--- src/rtl/pin_entry_verifier.sv ---
// PIN entry stage: assembles BCD keypad digits, compares them with the stored PIN and tracks failed
// attempts up to lockout. Define PIN_TIMEOUT_EN to build the inter-digit timeout counter.
module pin_entry_verifier #(
  parameter int NUM_DIGITS     = 4,
  parameter int MAX_ATTEMPTS   = 3,
  parameter int TIMEOUT_CYCLES = 1024
) (
  input  logic                             clock,
  input  logic                             reset,
  input  logic                             tarjeta_recibida,
  input  logic                             cancelar,
  input  logic                             digito_stb,
  input  logic [3:0]                       digito,
  input  logic [4*NUM_DIGITS-1:0]          pin,
  output logic [$clog2(NUM_DIGITS+1)-1:0]  digit_count,
  output logic                             busy,
  output logic                             pin_ok,
  output logic                             pin_incorrecto,
  output logic                             advertencia,
  output logic                             bloqueo,
  output logic                             timeout
);

  localparam int PinW  = 4 * NUM_DIGITS;
  localparam int CntW  = $clog2(NUM_DIGITS + 1);
  localparam int FailW = $clog2(MAX_ATTEMPTS + 1);

  typedef enum logic [1:0] {
    IDLE,
    COLLECT,
    CHECK,
    LOCKED
  } state_t;

  state_t            state_q, state_d;
  logic [PinW-1:0]   entered_q, entered_d;
  logic [CntW-1:0]   count_q, count_d;
  logic [FailW-1:0]  fails_q, fails_d;
  logic [FailW-1:0]  fails_inc;
  logic              warn_q, warn_d;
  logic              res_ok_q, res_ok_d;
  logic              res_bad_q, res_bad_d;
  logic              digit_valid;
  logic              timer_fire;

  assign digit_valid = digito_stb && (digito <= 4'd9);
  assign fails_inc   = fails_q + FailW'(1);
  assign digit_count = count_q;

`ifdef PIN_TIMEOUT_EN
  localparam int TimerW = (TIMEOUT_CYCLES > 1) ? $clog2(TIMEOUT_CYCLES) : 1;
  localparam logic [TimerW-1:0] TimerLast = TimerW'(TIMEOUT_CYCLES - 1);

  logic [TimerW-1:0] timer_q, timer_d;

  // The timer saturates while no digit is pending; the first accepted digit restarts it.
  always_comb begin
    timer_fire = (state_q == COLLECT) && !cancelar && !digit_valid &&
                 (count_q != '0) && (timer_q == TimerLast);
    timer_d    = timer_q;
    if (state_q != COLLECT || digit_valid || timer_fire) begin
      timer_d = '0;
    end else if (timer_q != TimerLast) begin
      timer_d = timer_q + TimerW'(1);
    end
  end
`else
  assign timer_fire = 1'b0;
  // Constant 0; TIMEOUT_CYCLES only matters when the timer is built.
  assign timeout    = 1'b0 && (TIMEOUT_CYCLES == 0);
`endif

  // NOTE: every variable gets a default before the case so no path leaves it unassigned (no latches).
  always_comb begin
    state_d   = state_q;
    entered_d = entered_q;
    count_d   = count_q;
    fails_d   = fails_q;
    warn_d    = warn_q;
    res_ok_d  = 1'b0;
    res_bad_d = 1'b0;

    unique case (state_q)
      IDLE: begin
        if (tarjeta_recibida) begin
          state_d   = COLLECT;
          entered_d = '0;
          count_d   = '0;
          fails_d   = '0;
          warn_d    = 1'b0;
        end
      end

      COLLECT: begin
        if (cancelar) begin
          state_d   = IDLE;
          entered_d = '0;
          count_d   = '0;
          fails_d   = '0;
          warn_d    = 1'b0;
        end else if (digit_valid) begin
          entered_d = {entered_q[PinW-5:0], digito};
          count_d   = count_q + CntW'(1);
          if (count_q == CntW'(NUM_DIGITS - 1)) state_d = CHECK;
        end else if (timer_fire) begin
          entered_d = '0;
          count_d   = '0;
        end
      end

      CHECK: begin
        if (entered_q == pin) begin
          res_ok_d = 1'b1;
          fails_d  = '0;
          warn_d   = 1'b0;
          state_d  = IDLE;
        end else begin
          res_bad_d = 1'b1;
          fails_d   = fails_inc;
          entered_d = '0;
          count_d   = '0;
          if (fails_inc == FailW'(MAX_ATTEMPTS)) begin
            warn_d  = 1'b0;
            state_d = LOCKED;
          end else begin
            if (fails_inc == FailW'(MAX_ATTEMPTS - 1)) warn_d = 1'b1;
            state_d = COLLECT;
          end
        end
      end

      LOCKED: state_d = LOCKED;

      default: state_d = IDLE;
    endcase
  end

  // Result pulses and the warning/lock levels leave through one more register stage so they appear
  // together, two edges after the final digit.
  // NOTE: sequential state uses non-blocking assignments only, so every flop sees pre-edge values.
  always_ff @(posedge clock) begin
    // NOTE: the PIN datapath is reset together with control; a stale entry must never be compared.
    if (reset) begin
      state_q        <= IDLE;
      entered_q      <= '0;
      count_q        <= '0;
      fails_q        <= '0;
      warn_q         <= 1'b0;
      res_ok_q       <= 1'b0;
      res_bad_q      <= 1'b0;
      busy           <= 1'b0;
      pin_ok         <= 1'b0;
      pin_incorrecto <= 1'b0;
      advertencia    <= 1'b0;
      bloqueo        <= 1'b0;
`ifdef PIN_TIMEOUT_EN
      timer_q        <= '0;
      timeout        <= 1'b0;
`endif
    end else begin
      state_q        <= state_d;
      entered_q      <= entered_d;
      count_q        <= count_d;
      fails_q        <= fails_d;
      warn_q         <= warn_d;
      res_ok_q       <= res_ok_d;
      res_bad_q      <= res_bad_d;
      busy           <= (state_d == COLLECT) || (state_d == CHECK);
      pin_ok         <= res_ok_q;
      pin_incorrecto <= res_bad_q;
      advertencia    <= warn_q;
      bloqueo        <= (state_q == LOCKED);
`ifdef PIN_TIMEOUT_EN
      timer_q        <= timer_d;
      timeout        <= timer_fire;
`endif
    end
  end

endmodule

--- config.mk ---
export PLATFORM = sky130hd
export DESIGN_NAME = pin_entry_verifier
export DESIGN_NICKNAME = d
export VERILOG_FILES = /design/src/rtl/pin_entry_verifier.sv
export SDC_FILE = /design/constraint.sdc
export NUM_CORES = 1
export LEC_CHECK = 0
export ABC_CLOCK_PERIOD_IN_PS = 3300
export BUFFER_PORTS_ARGS = -buffer_cell sky130_fd_sc_hd__buf_2
export CAP_MARGIN = 20
export CELL_PAD_IN_SITES_DETAIL_PLACEMENT = 0
export CELL_PAD_IN_SITES_GLOBAL_PLACEMENT = 1
export CORE_ASPECT_RATIO = 1.75
export CORE_UTILIZATION = 44
export DETAILED_ROUTE_END_ITERATION = 10
export PLACE_DENSITY_LB_ADDON = 0.1
export SLEW_MARGIN = 20
export SYNTH_ARGS = -nofsm -noshare
export SYNTH_HDL_FRONTEND = slang
export SYNTH_SLANG_ARGS = --single-unit
export TNS_END_PERCENT = 100
--- constraint.sdc ---
create_clock -name clock -period 3.3 [get_ports clock]
set_input_delay 0.495 -clock clock [delete_from_list [all_inputs] [get_ports clock]]
set_output_delay 0.495 -clock clock [all_outputs]
set_load 0.005 [all_outputs]
Yosys cells after proc, flatten, opt, wreduce, memory -nomap -nowiden
Cells that the tools add are included.

storage, ports and cells
  register bits = 31
  input port bits = 25
  output and inout port bits = 9
  logic and storage cells = 67

operators by class
  add/subtract/negate cells = 2
  $lt $le $gt $ge = 1
  equality and inequality tests = 14
  muxes and demuxes = 29
  bitwise logic cells = 1
  reductions and logical operators = 8

operators by type and width
  kind                   number
  $mux W16               4
  $pmux W16 S3           1
  $mux W2                9
  $eq A16 B16 Y1         1
  $mux W3                4
  $eq A2 B2 Y1 const B   5
  $pmux W3 S3            1
  $pmux W2 S4            1
  $reduce_and A4 Y1      2
  $mux W1                7
  $ne A2 B2 Y1 const B   3
  $pmux W2 S3            1
  $eq A2 B1 Y1 const B   2
  $le A4 B4 Y1 const B   1
  $ne A4 B4 Y1 const B   1
  $add A3 B1 Y3 const B  1
  $eq A3 B2 Y1 const B   1
  $ne A3 B3 Y1 const B   1
  $pmux W1 S3            1
  $reduce_and A3 Y1      1
  $reduce_bool A3 Y1     1
  $add A2 B1 Y2 const B  1
  $logic_not A2 Y1       1
  $reduce_or A2 Y1       1
  other kinds (3)        3

Logic depth before layout (Yosys ltp)
  depth after elaboration = 7
  gate-level depth with buffers = 6
  gate-level depth less buffers = 5

Worst setup path before layout
Ideal clock, no wire load.

  kind = input to register
  start point = input pin[15]
  end point = register count_q[0] (netlist: digit_count[0])
  library setup time = 74 ps
  data arrival time = 1,466 ps
  required time = 3,226 ps
  path slack = 1,760 ps
  cell stages on the path = 5
  buffers on the path = 1
  cells stage by stage = xor2_1 -> nor4_1 -> nand4_1 -> buf_2 -> o21ai_0

on the way
  cells in the longest elaborated chain, start to end = 3

ends and longest elaborated chain
  element                      line  RTL
  from (decl)                  14    input logic [4*NUM_DIGITS-1:0] pin,
  $eq A16 B16 Y1               112   if (entered_q == pin) begin
  $ne A2 B2 Y1 (no line)       n/a
  $reduce_and A4 Y1 (no line)  n/a
  to (signal assigned)         163   count_q <= count_d;
  to (decl)                    37    logic [CntW-1:0] count_q, count_d;

Every way passes these cells.
A chain may end at the register's enable or synchronous reset.

Final worst setup path
  start point = register state_q[0]
  end point = register entered_q[12]

on the way
  cells in the longest elaborated chain, start to end = 3
  elaborated cells on any way between the ends = 9
  those cells by class = eq/ne (5); mux (1); reduce/logical (3)

ends and longest elaborated chain
  element                                         line  RTL
  from (decl)                                     35    state_t state_q, state_d;
  from (signal assigned)                          161   state_q <= state_d;
  $eq A2 B1 Y1 (tied with other cells)            83    unique case (state_q)
  $ne A3 B3 Y1 (no line) (tied with other cells)  n/a
  $reduce_and A4 Y1 (no line)                     n/a
  to (signal assigned)                            162   entered_q <= entered_d;
  to (decl)                                       36    logic [PinW-1:0] entered_q, entered_d;

Parallel ways exist; a longest one is shown, timed or not.

==> metrics.txt <==
outcome complete, no violations; dpl cell area roughly 0.0019 mm2; reg2reg end entered_q[12]$_SDFFE_PP0P_; count of nets left with antenna violations after detail routing 0; critical path, cell by cell or3b_4 > nor3b_4 > a221oi_1 > o22ai_1; count of inserted antenna diode cells 0; Net Switching roughly 180 uW; post-synthesis register bit count 31; Initial Utilization between 40% and 50%; post-DR vias/cell 5.99; placed wire-length estimate 3.02 mm; maximum number of pins on one net before global-route repair 31; cell internal pwr around 570 uW; clock latency reported for the late side of the worst-skew pair around 0.28 ns; maximum frequency from static timing analysis around 0.46 GHz; # resized after CTS 0; slowest library cell on the worst path sky130_fd_sc_hd__nor3b_4; port buffer count 32; Data required, critical path around 3.5 ns; Final setup viols 0; number of enable flip-flop cells after synthesis 0; areal power density over the cells 380 mW/mm2; clock-pin slew of the registers on the worst-case setup and hold paths roughly 0.060 ns; Startpoint Class flop; number of buffers created by CTS 5; count of cell types in the netlist 34; HP Start res_ok_q$_SDFF_PP0_; fraction of the cycle the final worst path needs 66.4%; Post-Synth Adder-Cell Area around 2.9%; slack of the worst reg-to-reg path about 1.1 ns; buffers plus inverters on the worst setup path 0; Core Rows 29; total routing usage reported by global routing 22.4%; Hold Crit Class reg2reg; Routed WL roughly 4.4 mm; Gate power share under 10%; share of the synthesized area in the top cell type 36.0%; clock skew after layout 0.00511 ns; Crit path max-delay family simple AND/OR/NAND/NOR gates; fraction of the yosys area taken by sequential cells 36.0%; final-layout setup total negative slack 0 ns; main flop type after synthesis sky130_fd_sc_hd__dfxtp_1; setup repair after global routing missed its margin no; Die Outline Area about 0.0042 mm2; xor-xnor portion of the synthesized cell area 8.13%; hold-critical path depth 1; number of iterations in the first detailed-routing pass 4; R2R cell count 4; final instance area a little under 0.002 mm2; worst ir drop on vdd ~0.00027 V; proportion of power drawn by the clock network 40.3%; dominant combinational cell family by area after synthesis compound AO/OA/AOI/OAI gates; hold worst-path end pin_ok$_SDFF_PP0_; post-synthesis compound-gate area fraction between 30% and 40%; critical path data arrival time 2.39 ns; residual overflow from global routing 0; Slew Limit Fails 0; top cell types by occurrence after synthesis 31 x sky130_fd_sc_hd__dfxtp_1, 20 x sky130_fd_sc_hd__nand2_1, 19 x sky130_fd_sc_hd__o22ai_1, 18 x sky130_fd_sc_hd__a21boi_0, 18 x sky130_fd_sc_hd__a221oi_1; root buffer cell sky130_fd_sc_hd__clkbuf_8; launching point of the worst reg2reg path state_q[0]$_SDFF_PP0_; Setup crit end kind flop; H-tree levels 2; clock buffer depth 2; vias in the first global route 1,573; Critical Path Max Stage Delay 0.72 ns; top fanout value on the critical path 20; RePlAce Congestion between 0.7 and 0.8; core area about 0.0037 mm2; clock tree from TritonCTS done; proportion of synthesized flip-flops having asynchronous set or reset 0%; Yosys warnings 0; most repeated cell in the gate-level netlist after synthesis sky130_fd_sc_hd__dfxtp_1; register share of total power between 50% and 60%; worst path setup slack after routing ~1.1 ns; pre-CTS WS about 1 ns; Avg Cell Area, Syn 8.70 um2; Net Count, Synth around 230; slew margin rel. a little over two fifths; share of synthesized area spent on multiplexers 0%; number of design rule violations left after detail routing 0; proportion of total power due to net switching between 20% and 30%; ranking of synthesized cells by area sky130_fd_sc_hd__dfxtp_1 36%, sky130_fd_sc_hd__a221oi_1 9.2%, sky130_fd_sc_hd__xor2_1 8.1%; DRT iter0 DRCs 57; # Post-CTS Setup Buffers 0; hold buffers post-CTS 0; share of synthesized cell area in and, or, nand and nor gates between 10 and 15%; share of post-route cells with drive strength above 1 approximately 20%; via count around 1,600; Routed wire per std cell about 16 um; summed instance area of the synthesized netlist 0.00172 mm2; die width 49.3 um; number of endpoints with negative hold slack in the final report 0; number of I/O pins 34; first-pass GRT wire length between 7 and 8 mm; number of cells produced by synthesis between 150 and 200; Fillers approximately 370; number of sinks driven by the clock tree 31; post-layout min period between 2 and 2.5 ns; Fin Hold WS about 0.44 ns; transition time of the tightest slew-check pin about 0.86 ns; Final Net Count ~250; leakage power figure between 0.0007 and 0.0008 uW; antenna violations before repair 0; Chip Height roughly 85 um; synth-to-layout area growth 13.4%; max-capacitance violation count 0; largest area contributor in the synthesized netlist sky130_fd_sc_hd__dfxtp_1; category of the critical setup timing path reg2reg
-- power groups by stage --
stage / combinational [uW] / sequential [uW] / clock, uW
floorplan: 38.4 / 388 / 0
global placement: 59.1 / 390 / 0
detailed placement: 61.6 / 390 / 0
CTS: 61.6 / 381 / 306
global route: 67.1 / 382 / 326
finish: 61.1 / 381 / 299
-- registers in the layout (all words and copies together) (netlist names) --
name / cells
entered_q: 16
digit_count: 3
fails_q: 2
state_q: 2
advertencia: 1
bloqueo: 1
busy: 1
pin_incorrecto: 1
pin_ok: 1
res_bad_q: 1
res_ok_q: 1
warn_q: 1
-- kinds of logic (layout without fill, tap and decap cells) --
group / after synthesis / count (layout)
adders and majority gates: 4 / 4
buffers and inverters: 27 / 51
DFF: 31 / 31
xor gates and xnor gates: 16 / 16
and+or+nand+nor: 47 / 47
other: 1 / 1
AOI/OAI and AO/OA: 72 / 72
-- placed cells by master (no fill, tap or decap), types with 2 or more instances in the layout --
cell type	n
sky130_fd_sc_hd__a22o_1	2
sky130_fd_sc_hd__ha_1	4
sky130_fd_sc_hd__dfxtp_1	31
sky130_fd_sc_hd__nor3_1	3
sky130_fd_sc_hd__a21boi_0	18
sky130_fd_sc_hd__o21ai_0	3
sky130_fd_sc_hd__nand2_1	20
sky130_fd_sc_hd__o31ai_1	2
sky130_fd_sc_hd__clkbuf_8	6
sky130_fd_sc_hd__a21oi_1	4
sky130_fd_sc_hd__a32o_1	2
sky130_fd_sc_hd__nand2b_1	4
sky130_fd_sc_hd__o22ai_1	19
sky130_fd_sc_hd__buf_4	3
sky130_fd_sc_hd__buf_2	32
sky130_fd_sc_hd__nor2b_1	5
sky130_fd_sc_hd__nor2_1	5
sky130_fd_sc_hd__xor2_1	16
sky130_fd_sc_hd__nor4_1	4
sky130_fd_sc_hd__inv_1	9
sky130_fd_sc_hd__a221oi_1	18
-- per-layer routing --
metal  vias to the layer above  wire [um]  track usage (%)
met5                         -          0                0
met4                         0        110             10.7
met3                         9        168             5.43
met2                        41       2390             41.2
met1                       774       1750             22.8
li1                        781          -                -
-- worst reg2reg max path, cell delays in order, from the launching register on --
cell                       delay, ns
sky130_fd_sc_hd__dfxtp_1        0.50
sky130_fd_sc_hd__or3b_4         0.45
sky130_fd_sc_hd__nor3b_4        0.72
sky130_fd_sc_hd__a221oi_1       0.19
sky130_fd_sc_hd__o22ai_1        0.23
-- worst max-delay path by stage --
stage / end / depth (start not counted) / slack [ns] / from
floorplan: digit_count[0]$_SDFFE_PP0P_ / 5 / 1.76 / pin[15]
global placement: entered_q[0]$_SDFFE_PP0P_ / 5 / 1.15 / cancelar
detailed placement: entered_q[12]$_SDFFE_PP0P_ / 5 / 1.00 / cancelar
CTS: entered_q[12]$_SDFFE_PP0P_ / 4 / 1.08 / state_q[0]$_SDFF_PP0_
global route: entered_q[12]$_SDFFE_PP0P_ / 4 / 0.95 / state_q[0]$_SDFF_PP0_
finish: entered_q[12]$_SDFFE_PP0P_ / 4 / 1.11 / state_q[0]$_SDFF_PP0_
-- per-stage QoR --
step	std cells	total power, uW	util, %
3_5_place_dp	261	451	50.4
2_1_floorplan	198	426	-
5_1_grt	268	775	52.8
3_3_place_gp	261	449	50.4
4_1_cts	268	749	52.8
6_report	268	742	52.8
-- cell type report --
type                       count  area (um2)  area share, %
tap                           46        57.6           2.94
timing repair buffer          35         183           9.35
inverter                       9        33.8           1.73
sequential                    31         621           31.8
multi-input combinational    140         972           49.7
clock inverter                 1        5.00          0.256
clock buffer                   6        82.6           4.23
(Power assumes the default switching activity.)
